`src/rtl/k2_bank_exec.sv`:
```
// k2_bank_exec: banked program store and start/busy/done run control around K2_processor; Ro changes go to a FIFO.
// Capture visible one cycle after the Ro change; FIFO drains on out_ready; a full FIFO with no pop drops and flags overflow.
module K2_processor #(
   parameter int BITS = 8
) (
   input  logic            clk,
   input  logic            rst_n,
   input  logic [7:0]      instruction_data,
   output logic [3:0]      ProgramAddress,
   output logic [BITS-1:0] Ro
);
   // ISA: 00 ldi d,imm4 | 01 add d (r0+r1) | 10 mov d,s | 11 jmp imm4 ; r2 is the output register
   logic [BITS-1:0] regs [4];
   logic [1:0]      op;
   logic [1:0]      dst;
   logic [1:0]      src;
   logic [3:0]      imm;

   assign op  = instruction_data[7:6];
   assign dst = instruction_data[5:4];
   assign src = instruction_data[3:2];
   assign imm = instruction_data[3:0];
   assign Ro  = regs[2];

   always_ff @(posedge clk or negedge rst_n) begin
      if (!rst_n) begin
         ProgramAddress <= '0;
         for (int i = 0; i < 4; i++) regs[i] <= '0;
      end else begin
         ProgramAddress <= ProgramAddress + 4'd1;
         case (op)
            2'b00:   regs[dst] <= BITS'(imm);
            2'b01:   regs[dst] <= regs[0] + regs[1];
            2'b10:   regs[dst] <= regs[src];
            default: ProgramAddress <= imm;
         endcase
      end
   end
endmodule

module k2_bank_exec #(
   parameter int BITS       = 8,
   parameter int PROG_BANKS = 2,
   parameter int OUT_DEPTH  = 4,
   parameter int MAX_CYCLES = 255,
   localparam int BW        = (PROG_BANKS > 1) ? $clog2(PROG_BANKS) : 1
) (
   input  logic            clk,
   input  logic            rst,
   input  logic            load_valid,
   output logic            load_ready,
   input  logic [BW-1:0]   load_bank,
   input  logic [3:0]      load_addr,
   input  logic [7:0]      load_data,
   input  logic            start,
   input  logic [BW-1:0]   run_bank,
   output logic            busy,
   output logic            done,
   output logic            timeout,
   output logic            overflow,
   output logic            out_valid,
   input  logic            out_ready,
   output logic [BITS-1:0] out_data,
   output logic [BITS-1:0] ro_live
);
   localparam int PW = $clog2(OUT_DEPTH) + 1;
   localparam int AW = PW - 1;
   localparam int CW = $clog2(MAX_CYCLES + 1);

   typedef enum logic [1:0] {S_IDLE, S_RUN, S_DONE} state_t;

   state_t          state;
   state_t          state_nxt;
   logic [7:0]      prog [2**(BW+4)];
   logic [BW-1:0]   bank_q;
   logic            core_rst_n;
   logic [1:0]      rel_cnt;
   logic [3:0]      pc;
   logic [3:0]      pc_prev;
   logic [7:0]      instr;
   logic [CW-1:0]   cyc_cnt;
   logic [BITS-1:0] ro;
   logic [BITS-1:0] prev_ro;
   logic [BITS-1:0] fifo_mem [OUT_DEPTH];
   logic [PW-1:0]   wr_ptr;
   logic [PW-1:0]   rd_ptr;
   logic            load_fire;
   logic            start_fire;
   logic            halt;
   logic            tmo_hit;
   logic            fifo_empty;
   logic            fifo_full;
   logic            pop;
   logic            cap;
   logic            push;
   logic            drop;

   assign instr = prog[{bank_q, pc}];

   K2_processor #(.BITS(BITS)) u_core (
      .clk              (clk),
      .rst_n            (core_rst_n),
      .instruction_data (instr),
      .ProgramAddress   (pc),
      .Ro               (ro)
   );

   assign ro_live    = ro;
   assign load_fire  = load_valid & load_ready;
   assign start_fire = start & (state == S_IDLE);
   // rel_cnt guards against the held-at-zero PC looking like a jump-to-self right after release
   assign halt       = (state == S_RUN) && (rel_cnt == 2'd2) && (pc == pc_prev);
   assign tmo_hit    = (state == S_RUN) && (cyc_cnt == CW'(MAX_CYCLES - 1));

   assign fifo_empty = (wr_ptr == rd_ptr);
   assign fifo_full  = (wr_ptr[AW] != rd_ptr[AW]) && (wr_ptr[AW-1:0] == rd_ptr[AW-1:0]);
   assign pop        = out_ready & ~fifo_empty;
   assign cap        = (state == S_RUN) && core_rst_n && (ro != prev_ro);
   assign push       = cap && (!fifo_full || pop);
   assign drop       = cap && fifo_full && !pop;
   assign out_valid  = ~fifo_empty;
   assign out_data   = fifo_empty ? '0 : fifo_mem[rd_ptr[AW-1:0]];

   always_comb begin
      state_nxt  = state;
      load_ready = 1'b0;
      busy       = 1'b0;
      done       = 1'b0;
      case (state)
         S_IDLE: begin
            load_ready = 1'b1;
            if (start) state_nxt = S_RUN;
         end
         S_RUN: begin
            busy = 1'b1;
            if (halt || tmo_hit) state_nxt = S_DONE;
         end
         S_DONE: begin
            done      = 1'b1;
            state_nxt = S_IDLE;
         end
         default: state_nxt = S_IDLE;
      endcase
   end

   always_ff @(posedge clk or posedge rst) begin
      if (rst) begin
         state      <= S_IDLE;
         core_rst_n <= 1'b0;
         rel_cnt    <= '0;
         pc_prev    <= '0;
         bank_q     <= '0;
         cyc_cnt    <= '0;
         timeout    <= 1'b0;
         overflow   <= 1'b0;
         prev_ro    <= '0;
         wr_ptr     <= '0;
         rd_ptr     <= '0;
      end else begin
         state      <= state_nxt;
         core_rst_n <= (state == S_RUN);
         pc_prev    <= pc;
         if (!core_rst_n)          rel_cnt <= '0;
         else if (rel_cnt != 2'd2) rel_cnt <= rel_cnt + 2'd1;
         if (start_fire) begin
            bank_q   <= run_bank;
            cyc_cnt  <= '0;
            timeout  <= 1'b0;
            overflow <= 1'b0;
            prev_ro  <= '0;
            wr_ptr   <= '0;
            rd_ptr   <= '0;
         end else begin
            if (state == S_RUN)   cyc_cnt  <= cyc_cnt + CW'(1);
            if (tmo_hit && !halt) timeout  <= 1'b1;
            if (drop)             overflow <= 1'b1;
            if (cap)              prev_ro  <= ro;
            if (push)             wr_ptr   <= wr_ptr + PW'(1);
            if (pop)              rd_ptr   <= rd_ptr + PW'(1);
         end
      end
   end

   always_ff @(posedge clk) begin
      if (load_fire && (int'(load_bank) < PROG_BANKS)) prog[{load_bank, load_addr}] <= load_data;
   end

   always_ff @(posedge clk) begin
      if (push) fifo_mem[wr_ptr[AW-1:0]] <= ro;
   end
endmodule

```
`config.mk`:
```
export PLATFORM = sky130hd
export DESIGN_NAME = k2_bank_exec
export DESIGN_NICKNAME = d
export VERILOG_FILES = /design/src/rtl/k2_bank_exec.sv
export SDC_FILE = /design/constraint.sdc
export NUM_CORES = 1
export LEC_CHECK = 0
export CAP_MARGIN = 20
export CORE_MARGIN = 3
export CORE_UTILIZATION = 25
export CTS_CLUSTER_DIAMETER = 60
export DETAILED_ROUTE_END_ITERATION = 10
export DONT_BUFFER_PORTS = 1
export PLACE_DENSITY_LB_ADDON = 0.3
export SYNTH_ARGS = -nofsm -noshare
export SYNTH_HDL_FRONTEND = slang
export SYNTH_SLANG_ARGS = --single-unit
```
`constraint.sdc`:
```
create_clock -name clk -period 2.3 [get_ports clk]
set_input_delay 0.23 -clock clk [delete_from_list [all_inputs] [get_ports clk]]
set_output_delay 0.23 -clock clk [all_outputs]
set_load 0.03 [all_outputs]
```
==> metrics.md <==
| Metric | Value |
|---|---|
| Wirelength per Cell | 19.6 microns |
| H-tree level count | 2 |
| Top post-synthesis cells by area | edfxtp_1 (55%), dfrtp_1 (11%), mux4_2 (8.7%) |
| Die height | 258 microns |
| Starting Density | 25.5% |
| Sequential-to-total area share from yosys stat | 65.7% |
| Failing checks | setup timing |
| Root Buffer | clkbuf_16 |
| Slowest stage delay, CP | 540 ps |
| Most numerous cell on the critical path | mux4_2 |
| Ys async rst share | 19.6% |
| Port Buffers | 0 |
| Vias in the first global route | 10.1k |
| Max Clk Rate | 292 MHz |
| Antenna diodes | 0 |
| CP startpoint | u_core.ProgramAddress[0] |
| Layout cells sized above 1 | 33.5% |
| Final WS setup | -1130 ps |
| Slowest CP cell | dfrtp_4 |
| Max cap viols | 0 |
| Number of clock sinks | 358 |
| Die area | 66400 sq um |
| Yosys top cell by area | edfxtp_1 |
| RR Startpoint | u_core.ProgramAddress[0] |
| Worst endpoint required time | 2710 ps |
| RSZ-0062 raised after global routing | true |
| Core ar. | 62200 sq um |
| Outcome | finished with violations |
| DRT antenna net count | 0 |
| Post-synth top area share | 54.6% |
| Synthesized flop and latch total | 358 |
| Dpl cell area | 18300 sq um |
| Residual DRC count | 0 |
| Crit path arrival time | 3840 ps |
| R2R setup slack | -1130 ps |
| DRT iter0 DRCs | 635 |
| Final Setup Violations | 36 |
| GRT Util Overall | 12.4% |
| Worst Clk Skew | 25.0 ps |
| Period utilization | 149% |
| Post-DP HPWL | 28200 microns |
| Final Hold Fails | 0 |
| Slew HR | 50.8% |
| Slew Limit Fails | 0 |
| Vias | 9843 |
| Syn nets | 1106 |
| Crit path time final | 3430 ps |
| Post-synthesis area per instance | 14.8 sq um |
| DRT Wirelength | 42100 microns |
| TritonCTS clock tree | built |
| Yosys warning count | 0 |
| IO Pins | 41 |
| Via density | 4.57 |
| Nets@finish | 1328 |
| Fill cell count | 6101 |
| Worst Setup Start Kind | flip-flop |
| Hold Path Class | in -> reg |
| Cell count after synthesis | 1067 |
| Overflow left after global routing | 0 |
| Worst-path fanout max | 7 |
| Chip width | 258 microns |
| Row cnt | 91 |
| Critical path class | reg -> reg |
| R2R depth | 14 |
| Clock-pin slew on the worst setup and hold paths | 70 ps |
| CTS max path bufs | 3 |
| CTS Buf Count | 38 |
| Worst-Margin Slew | 737 ps |
| Pin count of the biggest net entering global routing | 39 |
| Initial antenna violation count | 0 |
| Critical-path cell list | buf_8 -> mux4_2 -> mux4_2 -> mux2i_1 -> buf_4 -> inv_4 -> buf_6 -> ha_4 -> or2_4 -> nor2_4 -> clkbuf_16 -> a21oi_2 -> o221ai_1 -> a21oi_1 |
| Synth cell types | 63 |
| Later-pin clock latency in the skew report | 550 ps |
| Number of synthesized flops with an enable pin | 288 |
| Synthesized cell area | 15800 sq um |
| CP Capture Type | flip-flop |
| First-pass GRT wire length | 63100 microns |
| Post-synth top flop | edfxtp_1 |
| RD Place Congestion | 0.819 |
| Area delta synth->final | 29.5% |
| Finished Cell Area | 20500 sq um |
| DR pass1 iterations | 5 |
-- critical path, delay by kind of cell, from the launching register on --
kind | cells | cell delay (ps)
AND/OR/NAND/NOR | 2 | 450
flip-flops | 1 | 540
adder cells (fa/ha/maj) | 1 | 160
multiplexers | 3 | 1170
buffers and inverters | 5 | 660
AO/OA/AOI/OAI | 3 | 270
-- layer usage --
| metal | vias up | routed length (microns) | GRT usage [%] |
|---|---|---|---|
| met5 | - | 0 | 0 |
| met4 | 0 | 686 | 2.55 |
| met3 | 58 | 1860 | 2.17 |
| met2 | 219 | 20800 | 21.4 |
| met1 | 5007 | 18800 | 16.5 |
| li1 | 4559 | - | - |
-- cell type report --
cell class | instances | area, sq um | area share [%]
Sequential cell | 358 | 10400 | 50.8
Multi-Input combinational cell | 630 | 5390 | 26.3
Timing Repair Buffer | 238 | 2280 | 11.1
Tap cell | 837 | 1050 | 5.11
Clock buffer | 50 | 1020 | 4.95
Clock inverter | 18 | 273 | 1.33
Inverter | 23 | 88.8 | 0.433
-- synth_stat cells, types with 4 or more instances --
cell / count
a21o_1: 10
a32o_1: 4
nor2_1: 90
buf_2: 11
o221ai_1: 10
clkbuf_1: 25
nand2_1: 69
nor2b_1: 20
nand4_1: 10
mux2_2: 7
o21bai_1: 5
o21ai_1: 10
a31oi_1: 7
buf_1: 4
a22o_1: 4
xnor2_1: 10
a22oi_1: 9
mux4_2: 61
nor2_2: 4
o21ai_0: 33
edfxtp_1: 288
buf_6: 6
dfrtp_1: 70
a311oi_1: 5
nand3_1: 31
nor3_1: 14
nand3b_1: 4
and3_1: 5
mux2i_1: 52
buf_4: 11
and2_1: 8
a21oi_1: 57
ha_1: 19
nand2b_1: 6
inv_1: 21
xor2_1: 18
-- placed cells by master (no fill, tap or decap), types with 19 or more instances in the layout --
cell,Yosys,final
a21oi_1,57,42
buf_12,0,24
buf_4,11,178
clkbuf_16,0,41
dfrtp_1,70,67
edfxtp_1,288,288
mux2i_1,52,47
mux4_2,61,61
nand2_1,69,65
nand3_1,31,31
nor2_1,90,70
nor2b_1,20,19
o21ai_0,33,33
-- metrics by stage --
| stage | hold slack [ps] | utilization (%) | std cells | setup TNS [ps] | setup slack, ps |
|---|---|---|---|---|---|
| 2_1_floorplan | 290 | - | 1067 | -59750 | -1830 |
| 3_3_place_gp | 255 | 29.5 | 2050 | -38650 | -1190 |
| 3_5_place_dp | 255 | 29.5 | 2050 | -39860 | -1230 |
| 4_1_cts | 41.9 | 32.4 | 2146 | -36010 | -1130 |
| 5_1_grt | 57.3 | 33.0 | 2154 | -40030 | -1230 |
| 6_report | 67.3 | 33.0 | 2154 | -36500 | -1130 |
-- registers in the layout, summed over array words and instances, names as in the netlist, named ones only --
signal	flops
rel_cnt	2
fifo_mem	32
u_core.Ro	4
u_core.ProgramAddress	4
prog	256
bank_q	1
cyc_cnt	8
rd_ptr	3
core_rst_n	1
overflow	1
wr_ptr	3
state	2
prev_ro	8
timeout	1
u_core.regs	12
pc_prev	4
-- worst min-delay path by stage --
stage,from,endpoint,slack (ps),cells after the start
floorplan,core_rst_n,asynchronous set/reset pin,290,0
global placement,rst,wr_ptr[2],260,2
detailed placement,rst,cyc_cnt[2],260,2
CTS,start,wr_ptr[2],40,3
global route,start,wr_ptr[2],60,3
finish,start,cyc_cnt[4],70,3
-- repair_timing --
item                                   in CTS  in global routing
gates resized for setup                    55                 50
endpoints found under the hold margin     295                  0
setup buffers                               9                  6
setup endpoints to repair                  38                 47
pin swaps                                  11                 22
hold buffers                               18                  0
cloned                                      1                  3
-- logic make-up (layout without fill, tap and decap cells) --
group | count (synthesis) | after routing | synth area share, %
AO/OA/AOI/OAI | 175 | 175 | 7.14
adder cells (fa/ha/maj) | 20 | 20 | 1.63
AND/OR/NAND/NOR | 285 | 286 | 8.86
flip-flops | 358 | 358 | 65.7
buffers and inverters | 80 | 329 | 2.53
multiplexers | 121 | 121 | 12.6
XOR/XNOR | 28 | 28 | 1.55
Power is not shown: default switching activity piles up to over one toggle a cycle in this logic, so the estimate is an artifact.
==> variant 1, RTL diff (same settings) <==
Put one more register stage on the output `timeout`, without a reset. The value now appears one clock later. The other outputs are not delayed to match.
--- a/src/rtl/k2_bank_exec.sv
+++ b/src/rtl/k2_bank_exec.sv
@@ -69,4 +69,6 @@
 
    typedef enum logic [1:0] {S_IDLE, S_RUN, S_DONE} state_t;
+
+   logic timeout_s0;
 
    state_t          state;
@@ -152,5 +154,5 @@
          bank_q     <= '0;
          cyc_cnt    <= '0;
-         timeout    <= 1'b0;
+         timeout_s0 <= 1'b0;
          overflow   <= 1'b0;
          prev_ro    <= '0;
@@ -166,5 +168,5 @@
             bank_q   <= run_bank;
             cyc_cnt  <= '0;
-            timeout  <= 1'b0;
+            timeout_s0 <= 1'b0;
             overflow <= 1'b0;
             prev_ro  <= '0;
@@ -173,5 +175,5 @@
          end else begin
             if (state == S_RUN)   cyc_cnt  <= cyc_cnt + CW'(1);
-            if (tmo_hit && !halt) timeout  <= 1'b1;
+            if (tmo_hit && !halt) timeout_s0 <= 1'b1;
             if (drop)             overflow <= 1'b1;
             if (cap)              prev_ro  <= ro;
@@ -189,4 +191,8 @@
       if (push) fifo_mem[wr_ptr[AW-1:0]] <= ro;
    end
+   always_ff @(posedge clk) begin
+      timeout <= timeout_s0;
+   end
+
 endmodule
 
Behaviour: same outputs for any inputs over 4 cycles, from zero or initial values and one cycle with rst high; that may be too few to reach the edited logic, so the function may still have changed.
==> variant 1 against the original RTL <==
The flow still finishes with violations (negative setup slack); area after synthesis increased by 0.13%; non-clock buffer count increased by 11; wire length increased by 0.27%; first-iteration DRC count increased by 33%; design area increased by 0.35%; worst setup slack got worse by 16 ps; sequential cell count increased by 1; critical path type unchanged.
Power is left out: the tool's default activity adds up to more than one toggle a clock period on the data nets, which glitch-free logic cannot reach.
==> variant 1: results (changes against the original RTL) <==
* Final-report hold violation count: 0 (unchanged)
- The final clock skew came to 21.93 ps (-3.044 ps).
- The iteration-0 DRC count of the detailed router is 844 (+33%).
* Met2 wire length: 20,570 um (-1.2%)
- In the synthesized netlist, the cells that appear most often are sky130_fd_sc_hd__edfxtp_1 (288), sky130_fd_sc_hd__nor2_1 (90), sky130_fd_sc_hd__dfrtp_1 (70).
* Async set-reset flop share out of synthesis: 19.50% (-0.054 points)
* DP Wirelength: 28,420 um (+0.69%)
- Post-synthesis net count: 1,107 (+0.090%)
* Syn_area_per_cell: 14.84 um^2 (about the same)
- The number of global-route vias before repair came to 10,150 (+0.23%).
- The number of buffers created by CTS is 39 (+2.6%).
* Routed via count divided by cell count: 4.594 (+0.54%)
- Critical-path top delay cell: sky130_fd_sc_hd__mux4_2
- Share of cell area taken by muxes after synthesis: 12.59% (-0.016 points)
- Number of placed instances with taps included: 2,057 (+0.34%)
- The setup slack of the critical path after layout came to -1142 ps (-15.91 ps).
- Area contributors post-synth: sky130_fd_sc_hd__edfxtp_1 (55%), sky130_fd_sc_hd__dfrtp_1 (11%), sky130_fd_sc_hd__mux4_2 (8.7%), sky130_fd_sc_hd__mux2i_1 (3.3%), sky130_fd_sc_hd__nor2_1 (2.1%)
- The checks that failed: negative setup slack.
- The final layout net count came to 1,340 (+0.90%).
- The adder-cell share of the synthesized area is 1.626% (-0.0021 points).
- The deepest level of the CTS H-tree was 2 (unchanged).
- Number of fillers in the final layout: 6,134 (+0.54%)
- Most frequently used flop master after synthesis: sky130_fd_sc_hd__edfxtp_1
- The number of buffers between clock root and the deepest sink was 3 (unchanged).
- Status: finished with violations
* Fraction of the mapped netlist area in compound gates: 7.135% (-0.0090 points)
* Post-Route M1 WL: 18,500 um (-1.5%)
- The number of enable flip-flop cells after synthesis is 288 (unchanged).
- Largest reg by FF count: prog
- Fraction of the yosys area taken by sequential cells: 65.73% (about the same)
* GRT Overall Usage: 12.53% (+0.10 points)
- The parity-gate share of the synthesized area counting xor and xnor cells came to 1.547% (-0.0020 points).
* First-pass GRT wire length: 63,840 um (+1.1%)
* Netlist cell types: 64 (+1.6%)
- The met3 wirelength from detailed routing came to 2259 um (+22%).
- Final setup viols: 36 (unchanged)
- Signal routing reaches up to met5.
- Antenna-violating nets left: 0 (unchanged)
- The antenna diode count came to 0 (unchanged).
* RePlAce Congestion: 0.8515 (+3.9%)
- The average detailed-routed wire length per instance was 19.50 um (-0.33%).
- Fraction of layout cells with a size suffix above 1: 34.74% (+1.3 points)
- The worst slew margin relative to its limit is 52.85% (+2.1 points).
- Clock-pin slew on the worst setup and hold paths: ~60 ps
* # port buffers: 0 (unchanged)
* Post-Layout Cell Count: 2,167 (+0.60%)
-- variant 1: area by class of cell --
type	count	area, um^2	share of cell area [%]
well taps	837	1047	5.089
flip-flops and latches	359	10430	50.68
repair buffers	249	2300	11.18
multi-input cells	629	5408	26.28
clock buffers	44	1005	4.883
inverters	23	95.09	0.4621
clock inverters	26	294.0	1.429
-- variant 1: worst paths after layout --
check | startpoint | endpoint | slack (ps) | cells past startpoint
setup / recovery | u_core.ProgramAddress[0] | register | -1140 | 13
hold / removal | start | wr_ptr[2] | 70 | 3
setup reg to reg | u_core.ProgramAddress[0] | register | -1140 | 13
hold reg to reg | core_rst_n | asynchronous set/reset pin | 330 | 1
max in group asynchronous | core_rst_n | u_core.ProgramAddress[1] | 1550 | 1
min in group asynchronous | rst | prev_ro[6] | 250 | 3
-- variant 1: worst reg2reg max path, cell delays in order (launching register included) --
cell and delay, ps:
sky130_fd_sc_hd__dfrtp_4 470, sky130_fd_sc_hd__buf_12 150, sky130_fd_sc_hd__mux4_2 500, sky130_fd_sc_hd__mux4_2 530
sky130_fd_sc_hd__mux2i_1 180, sky130_fd_sc_hd__buf_4 160, sky130_fd_sc_hd__inv_4 50, sky130_fd_sc_hd__ha_4 200
sky130_fd_sc_hd__or2_4 330, sky130_fd_sc_hd__nor2_4 290, sky130_fd_sc_hd__buf_6 160, sky130_fd_sc_hd__a21oi_2 40
sky130_fd_sc_hd__nor3_2 180, sky130_fd_sc_hd__a21oi_1 90
-- variant 1: logic make-up (layout without fill, tap and decap cells) --
| group | after synthesis | in the layout |
|---|---|---|
| compound gates | 175 | 175 |
| flops | 359 | 359 |
| buf+inv | 80 | 342 |
| xor+xnor | 28 | 28 |
| fa+ha+maj | 20 | 20 |
| simple gates | 285 | 285 |
| mux | 121 | 121 |
-- variant 1: metrics by stage --
stage	TNS, ps	setup WS (ps)	utilization, %	cell area (um^2)
after floorplan	-59750	-1834	-	16040
after global placement	-40360	-1270	29.46	18310
after detailed placement	-41180	-1277	29.46	18310
after CTS	-35140	-1097	32.80	20390
after global routing	-40050	-1248	33.10	20580
final	-35470	-1142	33.10	20580
-- variant 1: timing repair --
item,4_1_cts,5_1_grt
hold buffers,19,0
buffers inserted,16,6
gates resized for setup,79,39
pin swaps,17,18
setup endpoints to repair,37,70
gates cloned,2,1
endpoints found under the hold margin,295,0
-- variant 1: per-layer routing --
layer  up-vias  GRT usage [%]
met5         -         0.6579
met4         2          2.944
met3        60          2.638
met2       246          20.91
met1      5068          16.67
li1       4580              -
==> variant 2, RTL diff (same flow settings) <==
Without the edit above. Set the parameter `PROG_BANKS` to 1 (it was 2).
--- a/src/rtl/k2_bank_exec.sv
+++ b/src/rtl/k2_bank_exec.sv
@@ -41,5 +41,5 @@
 module k2_bank_exec #(
    parameter int BITS       = 8,
-   parameter int PROG_BANKS = 2,
+   parameter int PROG_BANKS = 1,
    parameter int OUT_DEPTH  = 4,
    parameter int MAX_CYCLES = 255,
Behaviour: not the same (Yosys sat finds a counterexample within 4 cycles, from zero or initial values and one cycle with rst high).
==> variant 2 against the original RTL <==
The run still ends with negative setup slack left; area after synthesis decreased by 0.45%; sequential cell count unchanged; wire length decreased by 9.3%; design area increased by 1.5%; final cell count increased by 7.4%; worst setup slack improved by 330 ps.
Power is left out: the tool's default activity adds up to more than one toggle a clock period on the data nets, which glitch-free logic cannot reach.
==> variant 2: results (changes against the original RTL) <==
- The run finished, with violations left.
- The final reports fail on negative setup slack.
- Setup TNS after final layout: -23,190 ps (+13,310 ps)
* Fraction of the yosys area taken by sequential cells: 65.98% (+0.30 points)
* Number of fillers in the final layout: 6,067 (-0.56%)
- Netlist cell types: 64 (+1.6%)
- The total wire length after detailed routing is 38,220 um (-9.3%).
* Maximum clock skew at final layout: 17.47 ps (-7.509 ps)
- DP Wirelength: 26,630 um (-5.6%)
- The length in cells of the worst reg-to-reg path was 13 (-1).
- GRT Overall Usage: 11.46% (-0.98 points)
* Total number of vias: 10,180 (+3.4%)
- After synthesis, the most frequently instantiated cells are sky130_fd_sc_hd__edfxtp_1 (288), sky130_fd_sc_hd__nand2_1 (79), sky130_fd_sc_hd__mux2i_1 (78).
* First-pass GRT wire length: 59,850 um (-5.2%)
* Area contributors post-synth: sky130_fd_sc_hd__edfxtp_1 (55%), sky130_fd_sc_hd__dfrtp_1 (11%), sky130_fd_sc_hd__mux4_2 (5.4%), sky130_fd_sc_hd__mux2i_1 (5.0%), sky130_fd_sc_hd__nand2_1 (1.9%)
* Reg2reg setup slack: -790 ps (+330 ps)
- More flip-flops sit in one register than any other, and that register is prog.
* Number of buffers created by CTS: 40 (+5.3%)
* Tightest Pin Transition: 1026 ps (+288.9 ps)
- The largest individual stage delay along the critical path comes from the cell sky130_fd_sc_hd__mux4_2.
- The data arrival time of the critical path came to 3520 ps (-320 ps).
- The ratio of cells with drive above 1 in the final layout is 28.43% (-5.1 points).
* Total placed instance area: 18,760 um^2 (+2.3%)
* Post-route worst setup slack: -793.8 ps (+332.2 ps)
- The critical-path maximum fanout was 8 (+1).
- The startpoint identified for the worst hold timing path is start.
* Number of antenna violations at the first check in global routing: 2 (+2)
- Final-stage net count: 1,482 (+12%)
- The iteration-0 DRC count of the detailed router was 683 (+7.6%).
- The final setup violation count is 36 (unchanged).
- The global placer's final weighted congestion was 0.8690 (+6.1%).
==> variant 2: cell types whose count changed in the layout (fill, tap and decap cells not counted), sizes merged, moves of 8 or more <==
cell / before / now
mux4: 61 / 38
nand2: 70 / 79
conb: 0 / 128
mux2i: 53 / 78
o21ai: 43 / 55
nor2: 94 / 63
o22ai: 0 / 9
a211oi: 3 / 12
a21oi: 57 / 49
==> variant 2: area by class of cell <==
| class | instances | area share, % |
|---|---|---|
| Timing Repair Buffer | 230 | 9.716 |
| Sequential cell | 358 | 49.99 |
| Clock inverter | 20 | 0.8713 |
| Antenna cell | 2 | 0.02404 |
| Tap cell | 837 | 5.029 |
| Clock buffer | 53 | 5.138 |
| Inverter | 28 | 0.5228 |
| Multi-Input combinational cell | 785 | 28.71 |
==> variant 2: metal layers <==
layer / vias to the layer above / global-route usage, % / share of wire [%] / routed length [um]
met5: - / 0 / 0 / 0
met4: 0 / 2.976 / 2.3 / 888
met3: 64 / 1.998 / 4.5 / 1704
met2: 222 / 19.54 / 49 / 18640
met1: 5073 / 15.07 / 44 / 16980
li1: 4818 / - / - / -
==> variant 2: through the flow <==
step | utilization [%] | hold WS, ps | worst slack, ps | std cells
after floorplan | - | 290.3 | -763.8 | 1234
after global placement | 30.23 | 249.3 | -899.2 | 2210
after detailed placement | 30.23 | 255.7 | -925.1 | 2210
after CTS | 32.99 | 107.1 | -801.0 | 2303
after global routing | 33.55 | 141.8 | -924.0 | 2312
final | 33.56 | 119.7 | -793.8 | 2313
==> variant 2: worst min-delay path by stage <==
stage / endpoint / slack [ps] / cells after the start
after global placement: rd_ptr[2] / 250 / 2
after detailed placement: rd_ptr[2] / 260 / 2
after CTS: wr_ptr[0] / 110 / 2
after global routing: timeout / 140 / 2
final: rd_ptr[2] / 120 / 2
after floorplan: asynchronous set/reset pin / 290 / 0
==> variant 2: what timing repair did <==
item,CTS,global route
resized for setup,57,56
hold buffers,11,0
cloned,2,0
endpoints found under the hold margin,295,0
buffers inserted,7,4
setup endpoints to repair,36,41
pin swaps,15,24
==> variant 2: cells by family after synthesis <==
| group | Yosys count | synth area share (%) |
|---|---|---|
| fa+ha+maj | 20 | 1.635 |
| other cells | 1 | 0.02379 |
| flops | 358 | 65.98 |
| buf+inv | 91 | 2.659 |
| compound gates | 223 | 9.407 |
| simple gates | 264 | 7.970 |
| xor+xnor | 31 | 1.723 |
| mux | 119 | 10.60 |
==> variant 2: worst max-delay path: cells and delay by family (launching register included) <==
| family | cells | cell delay (ps) |
|---|---|---|
| and+or+nand+nor | 3 | 570 |
| muxes | 1 | 540 |
| DFF | 1 | 530 |
| buffers and inverters | 4 | 530 |
| AOI/OAI and AO/OA | 4 | 480 |
| adders and majority gates | 1 | 280 |
